--- src/rtl/i2c_reg_arbiter_pkg.sv ---
// Shared types and defaults for the I2C / host register-file arbiter.
package i2c_pkg;

  localparam int unsigned I2C_ADDR_W = 8;
  localparam int unsigned I2C_DATA_W = 16;

  typedef enum logic [2:0] {
    S_IDLE       = 3'd0,
    S_I2C_WR     = 3'd1,
    S_FETCH      = 3'd2,
    S_FETCH_WAIT = 3'd3,
    S_HOST_ACC   = 3'd4,
    S_HOST_WAIT  = 3'd5
  } arb_state_e;

endpackage

--- src/rtl/i2c_reg_arbiter_if.sv ---
// Bundles the I2C slave register bus, the host port and the register-file port.
interface i2c_reg_arbiter_if
  import i2c_pkg::*;
#(
  parameter int unsigned ADDR_WIDTH = I2C_ADDR_W,
  parameter int unsigned DATA_WIDTH = I2C_DATA_W
) ();

  logic                  i2c_we;
  logic [ADDR_WIDTH-1:0] i2c_addr;
  logic [DATA_WIDTH-1:0] i2c_wdata;
  logic                  i2c_busy;
  logic [DATA_WIDTH-1:0] i2c_rdata;

  logic                  host_req;
  logic                  host_we;
  logic [ADDR_WIDTH-1:0] host_addr;
  logic [DATA_WIDTH-1:0] host_wdata;
  logic                  host_ack;
  logic [DATA_WIDTH-1:0] host_rdata;

  logic                  rf_en;
  logic                  rf_we;
  logic [ADDR_WIDTH-1:0] rf_addr;
  logic [DATA_WIDTH-1:0] rf_wdata;
  logic [DATA_WIDTH-1:0] rf_rdata;

  logic                  wr_overflow;

  // Arbiter side
  modport slave (
    input  i2c_we, i2c_addr, i2c_wdata, i2c_busy,
    output i2c_rdata,
    input  host_req, host_we, host_addr, host_wdata,
    output host_ack, host_rdata,
    output rf_en, rf_we, rf_addr, rf_wdata,
    input  rf_rdata,
    output wr_overflow
  );

  // Environment side: slave, host and register file
  modport master (
    output i2c_we, i2c_addr, i2c_wdata, i2c_busy,
    input  i2c_rdata,
    output host_req, host_we, host_addr, host_wdata,
    input  host_ack, host_rdata,
    input  rf_en, rf_we, rf_addr, rf_wdata,
    output rf_rdata,
    input  wr_overflow
  );

endinterface

--- src/rtl/i2c_reg_arbiter.sv ---
// Arbitrates one single-port register file between the I2C slave and a host port.
// Register-file strobes are computed one cycle ahead so they are flops in the access cycle.
module i2c_reg_arbiter
  import i2c_pkg::*;
#(
  parameter int unsigned ADDR_WIDTH   = I2C_ADDR_W,
  parameter int unsigned DATA_WIDTH   = I2C_DATA_W,
  parameter bit          HOST_LOCKOUT = 1'b1
) (
  input  logic               clk,
  input  logic               reset,
  i2c_reg_arbiter_if.slave   bus
);

  arb_state_e            state_q, state_d;
  logic                  pend_wr_q, pend_wr_d;
  logic [ADDR_WIDTH-1:0] wr_addr_q, wr_addr_d;
  logic [DATA_WIDTH-1:0] wr_data_q, wr_data_d;
  logic                  wr_overflow_q, wr_overflow_d;
  logic [ADDR_WIDTH-1:0] fetch_addr_q, fetch_addr_d;
  logic                  refetch_q, refetch_d;
  logic                  busy_q, busy_d;
  logic [DATA_WIDTH-1:0] i2c_rdata_q, i2c_rdata_d;
  logic                  rf_en_q, rf_en_d;
  logic                  rf_we_q, rf_we_d;
  logic [ADDR_WIDTH-1:0] rf_addr_q, rf_addr_d;
  logic [DATA_WIDTH-1:0] rf_wdata_q, rf_wdata_d;
  logic                  host_ack_q, host_ack_d;

  logic addr_moved;
  logic wr_hit;
  logic busy_rise;
  logic host_ok;

  // Events that make the cached i2c_rdata stale
  always_comb begin
    addr_moved = (bus.i2c_addr != fetch_addr_q);
    wr_hit     = rf_en_q && rf_we_q && (rf_addr_q == fetch_addr_q);
    busy_rise  = bus.i2c_busy && !busy_q;
    host_ok    = (HOST_LOCKOUT == 1'b0) || !bus.i2c_busy;
  end

  always_comb begin
    state_d       = state_q;
    pend_wr_d     = pend_wr_q;
    wr_addr_d     = wr_addr_q;
    wr_data_d     = wr_data_q;
    wr_overflow_d = wr_overflow_q;
    fetch_addr_d  = fetch_addr_q;
    refetch_d     = refetch_q || addr_moved || wr_hit || busy_rise;
    busy_d        = bus.i2c_busy;
    i2c_rdata_d   = i2c_rdata_q;
    rf_en_d       = 1'b0;
    rf_we_d       = 1'b0;
    rf_addr_d     = '0;
    rf_wdata_d    = '0;
    host_ack_d    = 1'b0;

    // A pending write retires in the I2C_WR cycle; a strobe then is a fresh write, not a lost one
    if (state_q == S_I2C_WR) pend_wr_d = 1'b0;
    if (bus.i2c_we) begin
      pend_wr_d = 1'b1;
      wr_addr_d = bus.i2c_addr;
      wr_data_d = bus.i2c_wdata;
      if (pend_wr_q && (state_q != S_I2C_WR)) wr_overflow_d = 1'b1;
    end

    unique case (state_q)
      S_IDLE: begin
        if (pend_wr_q || bus.i2c_we) begin
          state_d    = S_I2C_WR;
          rf_en_d    = 1'b1;
          rf_we_d    = 1'b1;
          rf_addr_d  = wr_addr_d;
          rf_wdata_d = wr_data_d;
        end else if (refetch_q || addr_moved || busy_rise) begin
          state_d      = S_FETCH;
          rf_en_d      = 1'b1;
          rf_addr_d    = bus.i2c_addr;
          fetch_addr_d = bus.i2c_addr;
          refetch_d    = 1'b0;
        end else if (bus.host_req && host_ok) begin
          state_d    = S_HOST_ACC;
          rf_en_d    = 1'b1;
          rf_we_d    = bus.host_we;
          rf_addr_d  = bus.host_addr;
          rf_wdata_d = bus.host_wdata;
          host_ack_d = bus.host_we;
        end
      end
      S_I2C_WR:     state_d = S_IDLE;
      S_FETCH:      state_d = S_FETCH_WAIT;
      S_FETCH_WAIT: begin
        i2c_rdata_d = bus.rf_rdata;
        state_d     = S_IDLE;
      end
      S_HOST_ACC: begin
        if (rf_we_q) begin
          state_d = S_IDLE;
        end else begin
          state_d    = S_HOST_WAIT;
          host_ack_d = 1'b1;
        end
      end
      S_HOST_WAIT:  state_d = S_IDLE;
      default:      state_d = S_IDLE;
    endcase
  end

  always_ff @(posedge clk or posedge reset) begin
    if (reset) begin
      state_q       <= S_IDLE;
      pend_wr_q     <= 1'b0;
      wr_addr_q     <= '0;
      wr_data_q     <= '0;
      wr_overflow_q <= 1'b0;
      fetch_addr_q  <= '0;
      refetch_q     <= 1'b1;
      busy_q        <= 1'b0;
      i2c_rdata_q   <= '0;
      rf_en_q       <= 1'b0;
      rf_we_q       <= 1'b0;
      rf_addr_q     <= '0;
      rf_wdata_q    <= '0;
      host_ack_q    <= 1'b0;
    end else begin
      state_q       <= state_d;
      pend_wr_q     <= pend_wr_d;
      wr_addr_q     <= wr_addr_d;
      wr_data_q     <= wr_data_d;
      wr_overflow_q <= wr_overflow_d;
      fetch_addr_q  <= fetch_addr_d;
      refetch_q     <= refetch_d;
      busy_q        <= busy_d;
      i2c_rdata_q   <= i2c_rdata_d;
      rf_en_q       <= rf_en_d;
      rf_we_q       <= rf_we_d;
      rf_addr_q     <= rf_addr_d;
      rf_wdata_q    <= rf_wdata_d;
      host_ack_q    <= host_ack_d;
    end
  end

  assign bus.i2c_rdata   = i2c_rdata_q;
  assign bus.host_ack    = host_ack_q;
  // Host read data is the register file's output register, forwarded only in the ack cycle
  assign bus.host_rdata  = (state_q == S_HOST_WAIT) ? bus.rf_rdata : '0;
  assign bus.rf_en       = rf_en_q;
  assign bus.rf_we       = rf_we_q;
  assign bus.rf_addr     = rf_addr_q;
  assign bus.rf_wdata    = rf_wdata_q;
  assign bus.wr_overflow = wr_overflow_q;

endmodule

--- src/flat_wrapper.sv ---
// flat-port wrapper written by rule: the top's interface ports become plain ports
module i2c_reg_arbiter_flat import i2c_pkg::*;
#(
  parameter int unsigned ADDR_WIDTH   = I2C_ADDR_W,
  parameter int unsigned DATA_WIDTH   = I2C_DATA_W,
  parameter bit          HOST_LOCKOUT = 1'b1
)
  (clk, reset, bus_i2c_we, bus_i2c_addr, bus_i2c_wdata, bus_i2c_busy, bus_i2c_rdata, bus_host_req, bus_host_we, bus_host_addr, bus_host_wdata, bus_host_ack, bus_host_rdata, bus_rf_en, bus_rf_we, bus_rf_addr, bus_rf_wdata, bus_rf_rdata, bus_wr_overflow);
  i2c_reg_arbiter_if #(.ADDR_WIDTH(ADDR_WIDTH), .DATA_WIDTH(DATA_WIDTH)) bus_i ();
  input  logic clk;
  input  logic reset;
  input wire logic [$bits(bus_i.i2c_we)-1:0] bus_i2c_we;
  input wire logic [$bits(bus_i.i2c_addr)-1:0] bus_i2c_addr;
  input wire logic [$bits(bus_i.i2c_wdata)-1:0] bus_i2c_wdata;
  input wire logic [$bits(bus_i.i2c_busy)-1:0] bus_i2c_busy;
  output wire logic [$bits(bus_i.i2c_rdata)-1:0] bus_i2c_rdata;
  input wire logic [$bits(bus_i.host_req)-1:0] bus_host_req;
  input wire logic [$bits(bus_i.host_we)-1:0] bus_host_we;
  input wire logic [$bits(bus_i.host_addr)-1:0] bus_host_addr;
  input wire logic [$bits(bus_i.host_wdata)-1:0] bus_host_wdata;
  output wire logic [$bits(bus_i.host_ack)-1:0] bus_host_ack;
  output wire logic [$bits(bus_i.host_rdata)-1:0] bus_host_rdata;
  output wire logic [$bits(bus_i.rf_en)-1:0] bus_rf_en;
  output wire logic [$bits(bus_i.rf_we)-1:0] bus_rf_we;
  output wire logic [$bits(bus_i.rf_addr)-1:0] bus_rf_addr;
  output wire logic [$bits(bus_i.rf_wdata)-1:0] bus_rf_wdata;
  input wire logic [$bits(bus_i.rf_rdata)-1:0] bus_rf_rdata;
  output wire logic [$bits(bus_i.wr_overflow)-1:0] bus_wr_overflow;
  assign bus_i.i2c_we = bus_i2c_we;
  assign bus_i.i2c_addr = bus_i2c_addr;
  assign bus_i.i2c_wdata = bus_i2c_wdata;
  assign bus_i.i2c_busy = bus_i2c_busy;
  assign bus_i2c_rdata = bus_i.i2c_rdata;
  assign bus_i.host_req = bus_host_req;
  assign bus_i.host_we = bus_host_we;
  assign bus_i.host_addr = bus_host_addr;
  assign bus_i.host_wdata = bus_host_wdata;
  assign bus_host_ack = bus_i.host_ack;
  assign bus_host_rdata = bus_i.host_rdata;
  assign bus_rf_en = bus_i.rf_en;
  assign bus_rf_we = bus_i.rf_we;
  assign bus_rf_addr = bus_i.rf_addr;
  assign bus_rf_wdata = bus_i.rf_wdata;
  assign bus_i.rf_rdata = bus_rf_rdata;
  assign bus_wr_overflow = bus_i.wr_overflow;
  i2c_reg_arbiter #(.ADDR_WIDTH(ADDR_WIDTH), .DATA_WIDTH(DATA_WIDTH), .HOST_LOCKOUT(HOST_LOCKOUT)) u_core (.clk(clk), .reset(reset), .bus(bus_i));
endmodule
--- config.mk ---
export PLATFORM = sky130hd
export DESIGN_NAME = i2c_reg_arbiter_flat
export DESIGN_NICKNAME = d
export VERILOG_FILES = /design/src/rtl/i2c_reg_arbiter_pkg.sv /design/src/rtl/i2c_reg_arbiter_if.sv /design/src/rtl/i2c_reg_arbiter.sv /design/src/flat_wrapper.sv
export SDC_FILE = /design/constraint.sdc
export NUM_CORES = 1
export LEC_CHECK = 0
export CAP_MARGIN = 20
export CORE_MARGIN = 3
export CORE_UTILIZATION = 40
export DETAILED_ROUTE_END_ITERATION = 16
export PLACE_DENSITY = 0.73
export SETUP_SLACK_MARGIN = 0.5
export SYNTH_ARGS = -nofsm -noshare
export SYNTH_HDL_FRONTEND = slang
export SYNTH_SLANG_ARGS = --single-unit
--- constraint.sdc ---
create_clock -name clk -period 8.3 [get_ports clk]
set_clock_uncertainty 0.2 [all_clocks]
set_input_delay 1.245 -clock clk [delete_from_list [all_inputs] [get_ports clk]]
set_output_delay 1.245 -clock clk [all_outputs]
set_load 0.01 [all_outputs]
==> results of run 1 <==
==> critical path: stages <==
cell	delay (ns)
clkdlybuf4s50_1	0.47
and2_1	0.12
clkdlybuf4s50_1	0.54
==> state kept, by name, indices dropped and copies added, names as in the netlist <==
signal,cells
u_core.bus.i2c_rdata,16
u_core.refetch_q,1
u_core.bus.wr_overflow,1
u_core.pend_wr_q,1
u_core.wr_addr_q,8
u_core.wr_data_q,16
u_core.bus.rf_addr,8
u_core.bus.rf_we,1
u_core.bus.host_ack,1
u_core.bus.rf_en,1
u_core.fetch_addr_q,8
u_core.bus.rf_wdata,16
u_core.busy_q,1
u_core.state_q,3
==> per-layer routing <==
layer,vias to the layer above,track usage
met3,7,0.05096
met2,102,0.2907
met4,0,0.06135
met1,1379,0.2351
met5,-,0
li1,1300,-
==> per-stage QoR <==
stage               utilization  std cells  setup slack [ns]
finish                   0.6035        532             4.472
floorplan                     -        289             4.748
global route             0.6035        532             4.414
detailed placement       0.5727        515             4.318
CTS                      0.6012        531             4.463
global placement         0.5727        515             4.468
==> area by class of cell <==
type	count	area share
Multi-Input combinational cell	189	0.2837
Sequential cell	82	0.3882
Clock buffer	10	0.02602
Clock inverter	6	0.02129
Tap cell	108	0.02555
Timing Repair Buffer	133	0.2522
Inverter	4	0.003075
==> cell families after synthesis <==
| family | count (synthesis) | synth area share |
|---|---|---|
| mux | 48 | 0.1488 |
| buf+inv | 18 | 0.02170 |
| xor+xnor | 15 | 0.03617 |
| compound gates | 43 | 0.09542 |
| simple gates | 83 | 0.1326 |
| flops | 82 | 0.5653 |
==> how the worst min path moves through the flow <==
stage                              to                   start  slack (ns)
6_report       u_core.bus.wr_overflow  u_core.bus.wr_overflow        0.29
2_1_floorplan     u_core.wr_data_q[0]     u_core.wr_data_q[0]        0.27
3_5_place_dp   u_core.bus.wr_overflow  u_core.bus.wr_overflow        0.27
4_1_cts        u_core.bus.wr_overflow  u_core.bus.wr_overflow        0.29
3_3_place_gp   u_core.bus.wr_overflow  u_core.bus.wr_overflow        0.26
5_1_grt           u_core.wr_data_q[9]     u_core.wr_data_q[9]        0.31
==> Yosys cell counts, types with 2 or more instances <==
master	count	area [um2]
inv_1	4	15.01
mux2_2	48	540.5
xnor2_1	11	96.34
xor2_1	4	35.03
and2_1	24	150.1
o21ai_0	2	10.01
or2_2	2	12.51
a22oi_1	8	60.06
nand4_1	2	12.51
dfrtp_1	81	2027
clkbuf_1	9	33.78
nand3_1	24	120.1
nand2_1	12	45.04
buf_2	3	15.01
a32o_1	10	100.1
o211ai_1	8	60.06
a21oi_1	7	35.03
nor2_1	5	18.77
==> where the power goes <==
group | total [W] | internal (W) | switching [W]
combinational | 0.000590 | 0.000338 | 0.000252
sequential | 0.000606 | 0.000530 | 0.0000764
clock | 0.000355 | 0.000209 | 0.000145
total | 0.00155 | 0.00108 | 0.000474
==> out/results.ini, run 1 <==
[synthesis]
ys_seq_area_frac=0.5653
syn_inst=289
synth.avg_cell_area_um2=12.57
async_reset_ff_frac=1.000
synth.cell_area_mm2=0.003632
synth_flop_cell=dfrtp_1
synth_edf_count=0
ys_seq_elements=82
yosysUniqueCellTypes=43
synth.net_count=359
yosys_warnings=0

[timing]
fmax_mhz=261.2
final-setup-viol-count=0
timing.final.crit_share=0.4612
tightest_slew_ns=1.036
finalSetupTns_ns=0
slew_viol_final=0
slew_headroom=0.3035
finalHoldViolCount=0
rsz0062_at_grt=false
fin_crit_ns=3.828
whs_ns=0.2861

[place]
dpl_cell_area_mm2=0.005019
gp_congestion=0.7706
port_buffers=129
dp_hpwl_um=6215

[drt]
wl_um=9033
drtIter0Drc=87
viasPerCell=5.241
vias=2788
first_pass_iters=4
wl_met2_um=4447
wl_met1_um=3793
top_layer=met4
routedWlPerCell_um=16.98
wl_met3_um=736
ant_nets=0
remaining_drc_errors=0

[floorplanning]
die_y_um=101.3
start_util=0.4145
die_area_mm2=0.01026
dieWidth_um=101.3
core_area_mm2=0.008763
ios=130
placementRows=34

[cells_and_area]
area_growth_syn_to_layout_pct=45.61
drive_gt1_frac=0.1910
antenna_cells=0
seqCellArea_mm2=0.002053
design_area_mm2=0.005289
mostFrequentLayoutCells=clkdlybuf4s50_1, dfrtp_1, mux2_2, nand3_1, and2_1
mostFrequentLayoutCell=clkdlybuf4s50_1
nNetsFinal=489
multiInputGateArea_mm2=0.001500
fillers=726

[global_routing]
grt_pass1_vias=2896
grt_max_degree=83
grt_pass1_wl_um=14510
grt.overflow.total=0
antenna_found_initial=0
grtUsageTotal=0.1806

[pwr]
p_total_w=0.001551
power.density_mw_per_mm2=293.2
leakagePower_nw=2.147
vdd_ir_drop_max_uv=125.1

[worst_setup_path]
reg2reg_to=u_core.bus.rf_addr[6]
reg2reg_slack_ns=5.84
cp-start-kind=primary input
end_kind=primary output
r2r-start=u_core.pend_wr_q
required_ns=6.86
crit_fanout=2
crit_path_start=bus_rf_rdata[1]
crit_path_end=bus_host_rdata[1]
critPathArrivalTime_ns=2.38
reg2reg_depth=5
path_class=in2out

[cts]
numClockSinks=82
ctsResizeCount=0
hold_buffers=0
numCtsBuffers=9
cts_max_path_buffers=2
postCtsSetupBuffers=0
h-tree-depth=3
clock-root-buffer=clkbuf_8
cts_tree=yes
clkLatencyLatePin_ns=0.34
clkTransAtPathRegs_ns=0.08

[run_status]
status=completed

[hold_path]
hp-class=reg2reg
min_path_cells=1

[run]
cap_violations=0

Note: power is estimated with default switching activity, not from simulation.
==> run 2: changes to the inputs <==
PLACE_DENSITY = 0.76   (was 0.73)
clock period = 3.2 ns   (was 8.3 ns; I/O delays follow)
==> run 2 against run 1 <==
  * Cell count rose by 1.5%
  * Count of clock-buffer cells in the layout did not move
  * Power rose to 2.5 times the previous value
  * Critical endpoint is now bus_host_rdata[15]
  * Die area did not move
  * Hold slack improved by 0.0023 ns
==> out/results.ini, run 2 (synthesis results as in run 1) <==
[cells_and_area]
design_area_mm2=0.005325  ; +0.69%
area_growth_syn_to_layout_pct=46.61
drive_gt1_frac=0.2060  ; +0.01498
final_core_util=0.6077  ; +0.004141
nNetsFinal=497  ; +1.6%
mostFrequentLayoutCells=clkdlybuf4s50_1, dfrtp_1, mux2_2, nand3_1, and2_1
fillers=722  ; -0.55%
mostFrequentLayoutCell=clkdlybuf4s50_1
antenna_cells=0  ; unchanged

[timing]
slew_headroom=0.4799  ; +0.1764
rsz0062_at_grt=true
finalSetupTns_ns=0  ; unchanged
setup_ws_ns=0.6099  ; -3.862 ns
fin_crit_ns=2.590
fmax_mhz=386.1
tightest_slew_ns=0.7778  ; -0.2583 ns
finalHoldViolCount=0  ; unchanged
slew_viol_final=0  ; unchanged
final-setup-viol-count=0  ; unchanged
timing.final.crit_share=0.8094

[place]
gp_congestion=0.8248  ; +7.0%
place_ws_ns=0.3453  ; -3.972 ns
dp_hpwl_um=6666  ; +7.3%
port_buffers=129  ; unchanged
dpl_cell_area_mm2=0.005094  ; +1.5%

[hold_path]
min_to=u_core.bus.wr_overflow
min_path_cells=1  ; unchanged
hp-class=reg2reg
hp-start=u_core.bus.wr_overflow

[cts]
clock-root-buffer=clkbuf_8
numCtsBuffers=9  ; unchanged
h-tree-depth=3  ; unchanged
cts_tree=yes
numClockSinks=82  ; unchanged
clkTransAtPathRegs_ns=0.08  ; about the same
cts_max_path_buffers=2  ; unchanged
hold_buffers=0  ; unchanged
clkLatencyLatePin_ns=0.34  ; about the same
postCtsSetupBuffers=0  ; unchanged

[drt]
drtIter0Drc=99  ; +14%
routedWlPerCell_um=17.49  ; +3.0%
vias=2830  ; +1.5%
remaining_drc_errors=0  ; unchanged
viasPerCell=5.241  ; about the same
ant_nets=0  ; unchanged
first_pass_iters=4  ; unchanged
wl_um=9445  ; +4.6%

[worst_setup_path]
reg2reg_depth=4  ; -1
timing.critical_path.slowest_cell_delay_ns=0.54  ; about the same
reg2reg_slack_ns=0.81  ; -5.03 ns
end_kind=primary output
crit_chain=and3b_4 -> and2_1 -> clkdlybuf4s50_1
reg2reg_to=u_core.fetch_addr_q[1]
slowest_stage=clkdlybuf4s50_1
path_class=reg2out
r2r-start=u_core.state_q[0]
required_ns=2.52  ; -4.34 ns
cp-start-kind=flop
critPathArrivalTime_ns=1.91  ; -0.47 ns
crit_fanout=9  ; +7

[global_routing]
grt_busiest_layer=met2
grtUsageTotal=0.1846  ; +0.003982
grtUsageMet3=0.05854  ; +0.007576
grt.met1_usage=0.2278  ; -0.007359
met2_usage=0.3033  ; +0.01258
grt_pass1_vias=3000  ; +3.6%
antenna_found_initial=0  ; unchanged
grt_pass1_wl_um=14660  ; +1.0%
grt_max_degree=38  ; -54%
grt.overflow.total=0  ; unchanged

[run_status]
status=completed

[run]
cap_violations=0  ; unchanged

[floorplanning]
die_area_mm2=0.01026  ; unchanged
dieWidth_um=101.3  ; unchanged
placementRows=34  ; unchanged
start_util=0.4145  ; unchanged
core_area_mm2=0.008763  ; unchanged
ios=130  ; unchanged
die_y_um=101.3  ; unchanged

[pwr]
vdd_ir_drop_max_uv=388.0  ; +210%
power.density_mw_per_mm2=741.1  ; +150%
leakagePower_nw=2.161  ; +0.64%

[run 2: changes by cell type in the layout (fill, tap and decap cells not counted), sizes merged]
cell / before / now
clkinvlp: 0 / 2
and3b: 1 / 2
buf: 4 / 11
clkinv: 3 / 2
bufinv: 3 / 2
[run 2: metal layers]
layer  vias up  share of wire
li1       1317              -
met1      1404           0.41
met2        97           0.49
met3        12          0.083
met4         0          0.013
met5         -              0
[run 2: worst max-delay path, delay by kind of cell, from the launching register on]
kind / cells / cell delay [ns]
AND/OR/NAND/NOR: 2 / 0.56
buffers and inverters: 1 / 0.54
flip-flops: 1 / 0.48
[run 2: final cells by class]
class                           instances  area, um2  share of cell area
Tap cell                              108      135.1             0.02538
Multi-Input combinational cell        190       1514              0.2843
Clock buffer                           10      127.6             0.02397
Inverter                                4      18.77            0.003524
Clock inverter                          6      90.09             0.01692
Sequential cell                        82       2053              0.3856
Timing Repair Buffer                  140       1386              0.2603
[run 2: timing repair]
item                       CTS  global route
resized for setup            1             2
setup endpoints to repair   16            16
pin swaps                    0             0
gates cloned                 0             1
[run 2: how the worst max path moves through the flow]
| stage | depth (start not counted) | start | to |
|---|---|---|---|
| 6_report | 3 | u_core.state_q[1] | bus_host_rdata[15] |
| 5_1_grt | 3 | u_core.state_q[1] | bus_host_rdata[5] |
| 4_1_cts | 3 | u_core.state_q[1] | bus_host_rdata[5] |
| 3_5_place_dp | 6 | bus_i2c_addr[2] | u_core.fetch_addr_q[1] |
| 3_3_place_gp | 6 | bus_i2c_addr[2] | u_core.fetch_addr_q[2] |
| 2_1_floorplan | 6 | bus_i2c_addr[3] | u_core.fetch_addr_q[0] |
[run 2: per-stage QoR]
step | instances | total power (W) | hold WS, ns
floorplan | 289 | 0.002371 | 0.2723
CTS | 539 | 0.003976 | 0.2985
finish | 540 | 0.003947 | 0.2884
global placement | 523 | 0.003094 | 0.2671
detailed placement | 523 | 0.003143 | 0.2672
global route | 540 | 0.004186 | 0.3175
[run 2: report_power, final]
| group | internal, W | switching, W | total, W |
|---|---|---|---|
| logic | 0.000886 | 0.000649 | 0.00153 |
| registers | 0.00137 | 0.000209 | 0.00158 |
| clock network | 0.000443 | 0.000386 | 0.000829 |
==> run 3: changes to the inputs <==
PLACE_DENSITY = 0.73   (was 0.76)
clock period = 2.5 ns   (was 3.2 ns; I/O delays follow)
==> run 3 against run 2 <==
  * Register-to-register slack worse by 0.33 ns
  * Power rose by 32%
  * Combinational power increased by 47%
  * Largest power group is now combinational cells
  * Highest routed layer unchanged
==> out/results.ini, run 3 (synthesis results as in run 1) <==
[run_status]
status=completed

[timing]
slew_headroom=0.6195  ; +0.1396
fmax_mhz=489.5
final-setup-viol-count=0  ; unchanged
fin_crit_ns=2.043
timing.final.crit_share=0.8172
finalHoldViolCount=0  ; unchanged
rsz0062_at_grt=true
tightest_slew_ns=0.5695  ; -0.2083 ns
slew_viol_final=0  ; unchanged

[global_routing]
grt_max_degree=27  ; -29%
grt_pass1_wl_um=15390  ; +5.0%
grt_pass1_vias=3100  ; +3.3%
antenna_found_initial=0  ; unchanged
grt.overflow.total=0  ; unchanged
grtUsageTotal=0.1945  ; +0.009913

[worst_setup_path]
timing.critical_path.slowest_cell_delay_ns=0.44  ; -0.10 ns
crit_family=simple AND/OR/NAND/NOR gates
slowest_stage=dfrtp_2
worst_path_most_repeated_cell=buf_6
critPathArrivalTime_ns=1.47  ; -0.44 ns
crit_chain=and3b_2 -> buf_6 -> and2_4 -> buf_6
required_ns=1.92  ; -0.60 ns
cp-start-kind=flop
end_kind=primary output
crit_fanout=6  ; -3
path_class=reg2out
worst-path-buf-inv=2  ; +1

[cells_and_area]
fillers=694  ; -3.9%
area_growth_syn_to_layout_pct=57.29
mostFrequentLayoutCell=clkdlybuf4s50_1
seqCellArea_mm2=0.002057  ; +0.18%
antenna_cells=0  ; unchanged
design_area_mm2=0.005713  ; +7.3%
nNetsFinal=532  ; +7.0%
mostFrequentLayoutCells=clkdlybuf4s50_1, dfrtp_1, mux2_2, buf_4, nand3_1
drive_gt1_frac=0.3426  ; +0.1366
stdcell_count=575  ; +6.5%
multiInputGateArea_mm2=0.001605  ; +6.0%

[floorplanning]
start_util=0.4145  ; unchanged
core_area_mm2=0.008763  ; unchanged
dieWidth_um=101.3  ; unchanged
placementRows=34  ; unchanged
ios=130  ; unchanged
die_area_mm2=0.01026  ; unchanged
die_y_um=101.3  ; unchanged

[cts]
cts_max_path_buffers=2  ; unchanged
numClockSinks=82  ; unchanged
clkTransAtPathRegs_ns=0.09  ; about the same
h-tree-depth=3  ; unchanged
clock-root-buffer=clkbuf_8
numCtsBuffers=9  ; unchanged
cts_tree=yes
clkLatencyLatePin_ns=0.34  ; about the same

[pwr]
leakagePower_nw=2.477  ; +15%
power_frac_seq=0.388  ; -0.013
p_clk_frac=0.179  ; -0.031
vdd_ir_drop_max_uv=416.8  ; +7.4%
p_comb_frac=0.433  ; +0.044
internal_power_w=0.003536  ; +31%
switching_share=0.3188  ; +0.003566
power_switching_w=0.001655  ; +33%
p_total_w=0.005191  ; +32%
power.density_mw_per_mm2=908.6  ; +23%

[place]
port_buffers=129  ; unchanged
post-place-cells=546  ; +4.4%
dpl_cell_area_mm2=0.005295  ; +4.0%
gp_congestion=0.8003  ; -3.0%
dp_hpwl_um=6866  ; +3.0%

[drt]
first_pass_iters=4  ; unchanged
wl_um=10100  ; +6.9%
vias=2981  ; +5.3%
ant_nets=0  ; unchanged
drtIter0Drc=98  ; -1.0%
remaining_drc_errors=0  ; unchanged
routedWlPerCell_um=17.56  ; +0.39%
viasPerCell=5.184  ; -1.1%

[hold_path]
hp-class=in2async

[run]
cap_violations=0  ; unchanged

## run 3: final timing paths
check / start / endpoint / slack, ns / cells after the start
hold / removal: reset / u_core.fetch_addr_q[3] / 0.23 / 2
setup / recovery: u_core.state_q[1] / bus_host_rdata[0] / 0.46 / 4
min in group clk: bus_i2c_addr[1] / u_core.fetch_addr_q[1] / 0.25 / 3
setup reg to reg: u_core.fetch_addr_q[3] / u_core.fetch_addr_q[6] / 0.48 / 6
max in group asynchronous: reset / u_core.refetch_q / 1.30 / 3
hold reg to reg: u_core.bus.wr_overflow / u_core.bus.wr_overflow / 0.28 / 1
## run 3: timing repair
item	in CTS	in global routing
endpoints found under the setup margin	35	44
hold buffers	0	0
hold endpoints to repair	0	0
pin swaps	18	8
cloned	1	1
gates resized for setup	100	25
setup buffers	10	1
## run 3: final cells by class
class,instances,area share
inverter,4,0.003285
clock buffer,11,0.02300
sequential,82,0.3601
tap,108,0.02365
timing repair buffer,175,0.2992
clock inverter,5,0.009855
multi-input combinational,190,0.2810
## run 3: routing by layer
metal	wire, um	global-route usage
met4	121	0.07464
met5	0	0
met1	4252	0.2497
met2	4955	0.3214
met3	765	0.04339
## run 3: stage by stage
step | setup slack, ns | hold slack, ns | setup TNS, ns | utilization
CTS | 0.4182 | 0.2293 | 0 | 0.6391
finish | 0.4569 | 0.2325 | 0 | 0.6519
detailed placement | -0.0001947 | 0.2701 | -0.0001947 | 0.6042
global placement | 0.06360 | 0.2631 | 0 | 0.6042
global route | 0.3697 | 0.2503 | 0 | 0.6519
floorplan | 0.4083 | 0.2064 | 0 | -
## run 3: power by group through the flow
stage	Sequential (W)	Clock [W]	Combinational, W
floorplan	0.00216	0	0.000885
global placement	0.00204	0	0.00205
detailed placement	0.00205	0	0.00209
CTS	0.00202	0.000956	0.00220
global route	0.00206	0.00102	0.00239
finish	0.00202	0.000929	0.00225
